[src/rtl/reg_block.sv]
// reg_block: CPU-facing control/status register block (CTRL, STATUS, IRQ, SCRATCH, ID).
// Define REG_BLOCK_ERR_RSP_EN to report unmapped accesses and read-only writes via rd_err/wr_err.
module reg_block #(
   parameter int          ADDR_WIDTH    = 5,
   parameter logic [31:0] ID_VALUE      = 32'h5244_4C01,
   parameter logic [31:0] SCRATCH_RESET = 32'h0000_0000
) (
   input  logic                  clk,
   input  logic                  rst,
   input  logic                  cpuif_req,
   input  logic                  cpuif_req_is_wr,
   input  logic [ADDR_WIDTH-1:0] cpuif_addr,
   input  logic [31:0]           cpuif_wr_data,
   input  logic [31:0]           cpuif_wr_biten,
   output logic                  cpuif_req_stall_wr,
   output logic                  cpuif_req_stall_rd,
   output logic                  cpuif_rd_ack,
   output logic                  cpuif_rd_err,
   output logic [31:0]           cpuif_rd_data,
   output logic                  cpuif_wr_ack,
   output logic                  cpuif_wr_err,
   input  logic [15:0]           hwif_in_status,
   input  logic [7:0]            hwif_in_irq_set,
   output logic                  hwif_out_ctrl_enable,
   output logic [3:0]            hwif_out_ctrl_mode,
   output logic [31:0]           hwif_out_scratch,
   output logic                  hwif_out_irq
);

   localparam int WW = ADDR_WIDTH - 2;

   logic [WW-1:0] word_addr;
   logic          rd_en;
   logic          wr_en;
   logic          sel_ctrl;
   logic          sel_status;
   logic          sel_irq_status;
   logic          sel_irq_mask;
   logic          sel_scratch;
   logic          sel_id;
   logic          mapped;
   logic [31:0]   rd_mux;
   logic [7:0]    irq_clear;
   logic          ctrl_enable;
   logic [3:0]    ctrl_mode;
   logic [7:0]    irq_status;
   logic [7:0]    irq_mask;
   logic [31:0]   scratch;
   logic          unused_addr_bits;

   assign unused_addr_bits = ^cpuif_addr[1:0];
   assign word_addr        = cpuif_addr[ADDR_WIDTH-1:2];
   assign rd_en            = cpuif_req & ~cpuif_req_is_wr;
   assign wr_en            = cpuif_req & cpuif_req_is_wr;

   assign cpuif_req_stall_wr = 1'b0;
   assign cpuif_req_stall_rd = 1'b0;

   assign hwif_out_ctrl_enable = ctrl_enable;
   assign hwif_out_ctrl_mode   = ctrl_mode;
   assign hwif_out_scratch     = scratch;

   assign sel_ctrl       = (word_addr == WW'(0));
   assign sel_status     = (word_addr == WW'(1));
   assign sel_irq_status = (word_addr == WW'(2));
   assign sel_irq_mask   = (word_addr == WW'(3));
   assign sel_scratch    = (word_addr == WW'(4));
   assign sel_id         = (word_addr == WW'(5));
   assign mapped         = sel_ctrl | sel_status | sel_irq_status | sel_irq_mask | sel_scratch | sel_id;

   // Read mux returns zero for unmapped addresses
   always_comb begin
      rd_mux = 32'h0;
      if (sel_ctrl)       rd_mux = {24'h0, ctrl_mode, 3'b000, ctrl_enable};
      if (sel_status)     rd_mux = {16'h0, hwif_in_status};
      if (sel_irq_status) rd_mux = {24'h0, irq_status};
      if (sel_irq_mask)   rd_mux = {24'h0, irq_mask};
      if (sel_scratch)    rd_mux = scratch;
      if (sel_id)         rd_mux = ID_VALUE;
   end

   assign irq_clear = (wr_en && sel_irq_status) ? (cpuif_wr_data[7:0] & cpuif_wr_biten[7:0]) : 8'h00;

   always_ff @(posedge clk) begin
      if (!rst) begin
         cpuif_rd_ack  <= 1'b0;
         cpuif_wr_ack  <= 1'b0;
         cpuif_rd_err  <= 1'b0;
         cpuif_wr_err  <= 1'b0;
         cpuif_rd_data <= 32'h0;
         ctrl_enable   <= 1'b0;
         ctrl_mode     <= 4'h0;
         irq_status    <= 8'h00;
         irq_mask      <= 8'h00;
         scratch       <= SCRATCH_RESET;
         hwif_out_irq  <= 1'b0;
      end else begin
         cpuif_rd_ack  <= rd_en;
         cpuif_wr_ack  <= wr_en;
         cpuif_rd_data <= rd_en ? rd_mux : 32'h0;
`ifdef REG_BLOCK_ERR_RSP_EN
         cpuif_rd_err  <= rd_en & ~mapped;
         cpuif_wr_err  <= wr_en & (~mapped | sel_status | sel_id);
`else
         cpuif_rd_err  <= 1'b0;
         cpuif_wr_err  <= 1'b0;
`endif
         if (wr_en && sel_ctrl) begin
            ctrl_enable <= (ctrl_enable & ~cpuif_wr_biten[0]) | (cpuif_wr_data[0] & cpuif_wr_biten[0]);
            ctrl_mode   <= (ctrl_mode & ~cpuif_wr_biten[7:4]) | (cpuif_wr_data[7:4] & cpuif_wr_biten[7:4]);
         end
         if (wr_en && sel_irq_mask)
            irq_mask <= (irq_mask & ~cpuif_wr_biten[7:0]) | (cpuif_wr_data[7:0] & cpuif_wr_biten[7:0]);
         if (wr_en && sel_scratch)
            scratch <= (scratch & ~cpuif_wr_biten) | (cpuif_wr_data & cpuif_wr_biten);
         // Hardware set is OR'd in after the clear so a coincident set wins
         irq_status   <= (irq_status & ~irq_clear) | hwif_in_irq_set;
         hwif_out_irq <= |(irq_status & irq_mask);
      end
   end

endmodule

[config.mk]
export PLATFORM = sky130hd
export DESIGN_NAME = reg_block
export DESIGN_NICKNAME = d
export VERILOG_FILES = /design/src/rtl/reg_block.sv
export SDC_FILE = /design/constraint.sdc
export NUM_CORES = 1
export LEC_CHECK = 0
export BUFFER_PORTS_ARGS = -buffer_cell sky130_fd_sc_hd__buf_2
export CAP_MARGIN = 20
export CORE_MARGIN = 4
export CORE_UTILIZATION = 42
export DETAILED_ROUTE_END_ITERATION = 6
export GPL_ROUTABILITY_DRIVEN = 0
export HOLD_SLACK_MARGIN = 0.12
export PLACE_DENSITY = 0.72
export SYNTH_ARGS = -nofsm -noshare
export SYNTH_HDL_FRONTEND = slang
export SYNTH_SLANG_ARGS = --single-unit
[constraint.sdc]
create_clock -name clk -period 1 [get_ports clk]
set_clock_uncertainty 0.05 [all_clocks]
set_input_delay 0.05 -clock clk [delete_from_list [all_inputs] [get_ports clk]]
set_output_delay 0.05 -clock clk [all_outputs]
set_load 0.005 [all_outputs]
# Yosys cells after proc, flatten, opt, wreduce, memory -nomap -nowiden
# Cells that the tools add are included.
# Widths: inputs -> output; s select.
[classes] reduce_logical=8 bitwise=25 eq_ne=5 mux=7
[ops] op="$mux 32" count=4
[ops] op="$and 32x32->32" count=2
[ops] op="$and 8x8->8" count=4
[ops] op="$not 32->32" count=1
[ops] op="$or 32x32->32" count=1
[ops] op="$mux 31" count=1
[ops] op="$mux 8" count=2
[ops] op="$not 8->8" count=2
[ops] op="$or 8x8->8" count=2
[ops] op="$and 4x4->4" count=2
[ops] op="$reduce_or 8->1" count=1
[ops] op="$eq 3x2->1 const B" count=2
[ops] op="$eq 3x3->1 const B" count=2
[ops] op="$and 1x1->1" count=4
[ops] op="$logic_and 1x1->1" count=4
[ops] op="$not 1->1" count=4
[ops] op="$not 4->4" count=1
[ops] op="$or 4x4->4" count=1
[ops] op="$eq 3x1->1 const B" count=1
[ops] op="$logic_not 3->1" count=1
[ops] op="$reduce_or 3->1" count=1
[ops] op="$reduce_and 2->1" count=1
[ops] op="$or 1x1->1" count=1
[word_totals] wordCells=55 in_bits=97 regBits=88

# Longest topological paths before layout
[depth] depth_word=7 ltp_mapped=6 ltp_nobuf=3

# Least setup slack after synthesis
# OpenSTA, ideal clock, no wires.
[synth_path] path_kind="input port to flip-flop" from="input cpuif_addr[3]" to="register irq_status[3]" arrival_ps=928 required_ps=835 path_buffers=2 path_slack_ps=-93 stages=5 cell_sequence="buf_4 > nor3b_4 > buf_2 > a41oi_1 > o21a_1"
[synth_via] elab_chain_cells=6
[synth_lines] item="from (decl)" line="12" rtl="input logic [ADDR_WIDTH-1:0] cpuif_addr,"
[synth_lines] item="$eq 3x2->1" line="65" rtl="assign sel_irq_status = (word_addr == WW'(2));"
[synth_lines] item="$logic_and 1x1->1" line="82" rtl="assign irq_clear = (wr_en && sel_irq_status) ? (cpuif_wr_data[7:0] & cpuif_wr_biten[7:0]) : 8'h00;"
[synth_lines] item="$mux 8" line="82"
[synth_lines] item="$not 8->8" line="117" rtl="irq_status <= (irq_status & ~irq_clear) | hwif_in_irq_set;"
[synth_lines] item="$and 8x8->8" line="117"
[synth_lines] item="$or 8x8->8" line="117"
[synth_lines] item="to (signal assigned)" line="117"
[synth_lines] item="to (decl)" line="46" rtl="logic [7:0] irq_status;"
# Every way passes these cells.
# A chain may end at the register's enable or synchronous reset.

==> results.toml <==
[run_status]
status = "finished with violations"
violations = "negative setup slack"

[die]
ioPinCount = 173
rows = 34
start_util_pct = 43.3
die_x_microns = 103
die-area_sq_mm = 0.0106
core_sq_mm = 0.00876
die_h_microns = 103

[detailed_routing]
drc = 0
wl_met2_microns = 6420
num_vias = 4055
wl_per_cell_microns = 16.3
wl_met1_microns = 5120
dr.pass1.iters = 7
dr_wl_met3_microns = 1160
drt-total-wl_microns = 12900
drt-initial-drc-count = 180
antenna_left = 0
top_layer = "met4"
viasPerCell = 5.11

[yosys]
synthAdderAreaFrac_pct = 0
syn_inst = 416
synth_edf_count = 0
synth_seq_cells = 88
postSynthAreaPerCell_sq_um = 9.13
ys.flop_type = "dfxtp_1"
syn_area_sq_mm = 0.00380
ys_seq_area_share_pct = 46.4
synth_cell_types = 38
synthArstFlopShare_pct = 0
synth-simple-area-share_pct = 24.1
synth_xor_area_share_pct = 0
synth_compound_area_share_pct = 9.06
synth_mux_area_share_pct = 13.9
synth_top_family_by_area = "simple AND/OR/NAND/NOR gates"
yosys_warnings = 0

[clock_tree]
worstSkewPairLatency_ns = 0.35
root_buffer = "clkbuf_8"
clkTransAtPathRegs_ns = 0.09
numCtsBuffers = 9
htreeDepth = 3
cts_tree = "done"
clockBufferDepth = 2
numClockSinks = 88

[placed_design]
port_buffers = 166
postPlaceCellArea_sq_mm = 0.00492
dp.cells = 688
hpwl_microns = 8390
preCtsSetupSlack_ns = -0.306

[critical_path]
path_class = "flip-flop to flip-flop"
crit_path_end_kind = "flip-flop"
worst-path-max-fanout = 2
cp_data_required_time_ns = 1.20
arrival_ns = 1.32
crit_path_start_kind = "flip-flop"

[pwr]
sw_frac_of_total_pct = 26.6
cellPowerDensity_mw_per_mm2 = 1160
ir_worst_vdd_uv = 603
total_power_mw = 7.03
power.leakage_nw = 3.02
power.switching_mw = 1.87
power.share.clock_pct = 33.5
p_int_mw = 5.16
p_seq_share_pct = 51.1
comb_power_share_pct = 15.4

[grt]
grt_pass1_vias = 4186
grt_pass1_wl_microns = 19600
grt_overflow = 0
grt_max_degree = 53
track_usage_pct = 23.6
antenna_found_initial = 0

[layout]
drive_gt1_share_pct = 39.4
insertedDiodeCount = 0
post-route-util_pct = 69.5
fin_cells = 793
fin_area_sq_mm = 0.00609
syn2layout_area_growth_pct = 60.3
fin_nets = 777

[timing]
drv_slew = 0
fmax_mhz = 892
min_period_ns = 1.12
timing.hold.ws_ns = 0.0498
timing.setup.tns_ns = -0.337
setup_viol = 3
period_share_pct = 112
grt_setup_unrepaired = "true"
hold_viol = 0
setup_slack_ns = -0.121

[hold_path]
hp-class = "input port to flip-flop"

[job]
cap_violations = 0
-- kinds of logic after synthesis --
| logic type | Yosys count |
|---|---|
| and+or+nand+nor | 185 |
| DFF | 88 |
| muxes | 52 |
| AOI/OAI and AO/OA | 46 |
| buffers and inverters | 44 |
| other | 1 |
-- per-layer routing --
| layer | track usage [%] | up-vias |
|---|---|---|
| met5 | 0 | - |
| met3 | 4.53 | 22 |
| met1 | 28.2 | 1876 |
| li1 | - | 1957 |
| met2 | 41.7 | 200 |
| met4 | 8.76 | 0 |
-- critical path, stage by stage, from the launching register on --
cell,delay [ns]
dfxtp_2,0.34
mux2_4,0.26
a222oi_1,0.30
nor2_1,0.07
-- cells in the mapped netlist, types with 2 or more instances --
| master | number | share of area (%) |
|---|---|---|
| inv_1 | 9 | 0.89 |
| nand2_1 | 87 | 8.6 |
| nand4b_1 | 5 | 1.2 |
| buf_6 | 5 | 1.5 |
| nand4_1 | 8 | 1.3 |
| buf_4 | 6 | 1.2 |
| o21a_1 | 8 | 1.6 |
| o21ai_0 | 8 | 1.1 |
| buf_2 | 13 | 1.7 |
| a222oi_1 | 3 | 0.79 |
| and3_1 | 2 | 0.33 |
| a311oi_1 | 4 | 0.92 |
| clkbuf_2 | 2 | 0.26 |
| and2_1 | 12 | 2.0 |
| nor2b_1 | 2 | 0.33 |
| nand3b_1 | 2 | 0.40 |
| dfxtp_1 | 88 | 46 |
| a41oi_1 | 9 | 2.1 |
| nand3_1 | 29 | 3.8 |
| mux2i_1 | 46 | 12 |
| clkbuf_1 | 8 | 0.79 |
| nor2_1 | 25 | 2.5 |
| a22oi_1 | 9 | 1.8 |
| nand3_2 | 4 | 1.1 |
| mux2_2 | 6 | 1.8 |
| a21oi_1 | 3 | 0.40 |
| nor3b_4 | 2 | 0.99 |
-- placed cells by master, fill, tap and decap left out, types with 8 or more instances in the layout --
| cell type | synthesis | routed |
|---|---|---|
| dfxtp_2 | 0 | 23 |
| clkbuf_8 | 0 | 10 |
| nand3_1 | 29 | 19 |
| and2_1 | 12 | 11 |
| nor2_1 | 25 | 25 |
| buf_2 | 13 | 165 |
| o21ai_0 | 8 | 8 |
| o21a_1 | 8 | 8 |
| mux2i_1 | 46 | 46 |
| nand2_1 | 87 | 87 |
| inv_1 | 9 | 9 |
| dlygate4sd3_1 | 0 | 86 |
| buf_4 | 6 | 25 |
| nand4_1 | 8 | 8 |
| nand3_2 | 4 | 14 |
| dfxtp_1 | 88 | 65 |
| a41oi_1 | 9 | 8 |
-- timing repair --
action | CTS | global route
cloned | 0 | 1
pin swaps | 3 | 4
hold endpoints to repair | 72 | 6
setup endpoints to repair | 10 | 30
gates resized for setup | 8 | 28
hold buffers | 87 | 2
setup buffers | 0 | 1
-- power by group through the flow --
stage	clock, mW	sequential (mW)	combinational (mW)
floorplan	0	3.66	0.393
global placement	0	3.67	0.762
detailed placement	0	3.67	0.774
CTS	2.44	3.59	1.04
global route	2.57	3.60	1.17
finish	2.36	3.59	1.08
-- path summary, 6_finish.rpt --
check / cells after the start / slack [ns] / start / to
min reg2reg: 2 / 0.42 / flip-flop / flip-flop
min: 4 / 0.05 / hwif_in_status[3] / cpuif_rd_data[3]
max reg2reg: 3 / -0.12 / flip-flop / cpuif_rd_data[3]
max: 3 / -0.12 / flip-flop / cpuif_rd_data[3]
-- area by class of cell --
class / instances / area [sq um]
Inverter: 9 / 33.8
Timing Repair Buffer: 285 / 2040
Fill cell: 650 / 2680
Sequential cell: 88 / 1790
Tap cell: 108 / 135
Clock inverter: 6 / 50.0
Multi-Input combinational cell: 287 / 1900
Clock buffer: 10 / 138
Power figures use the tool's default switching activity.
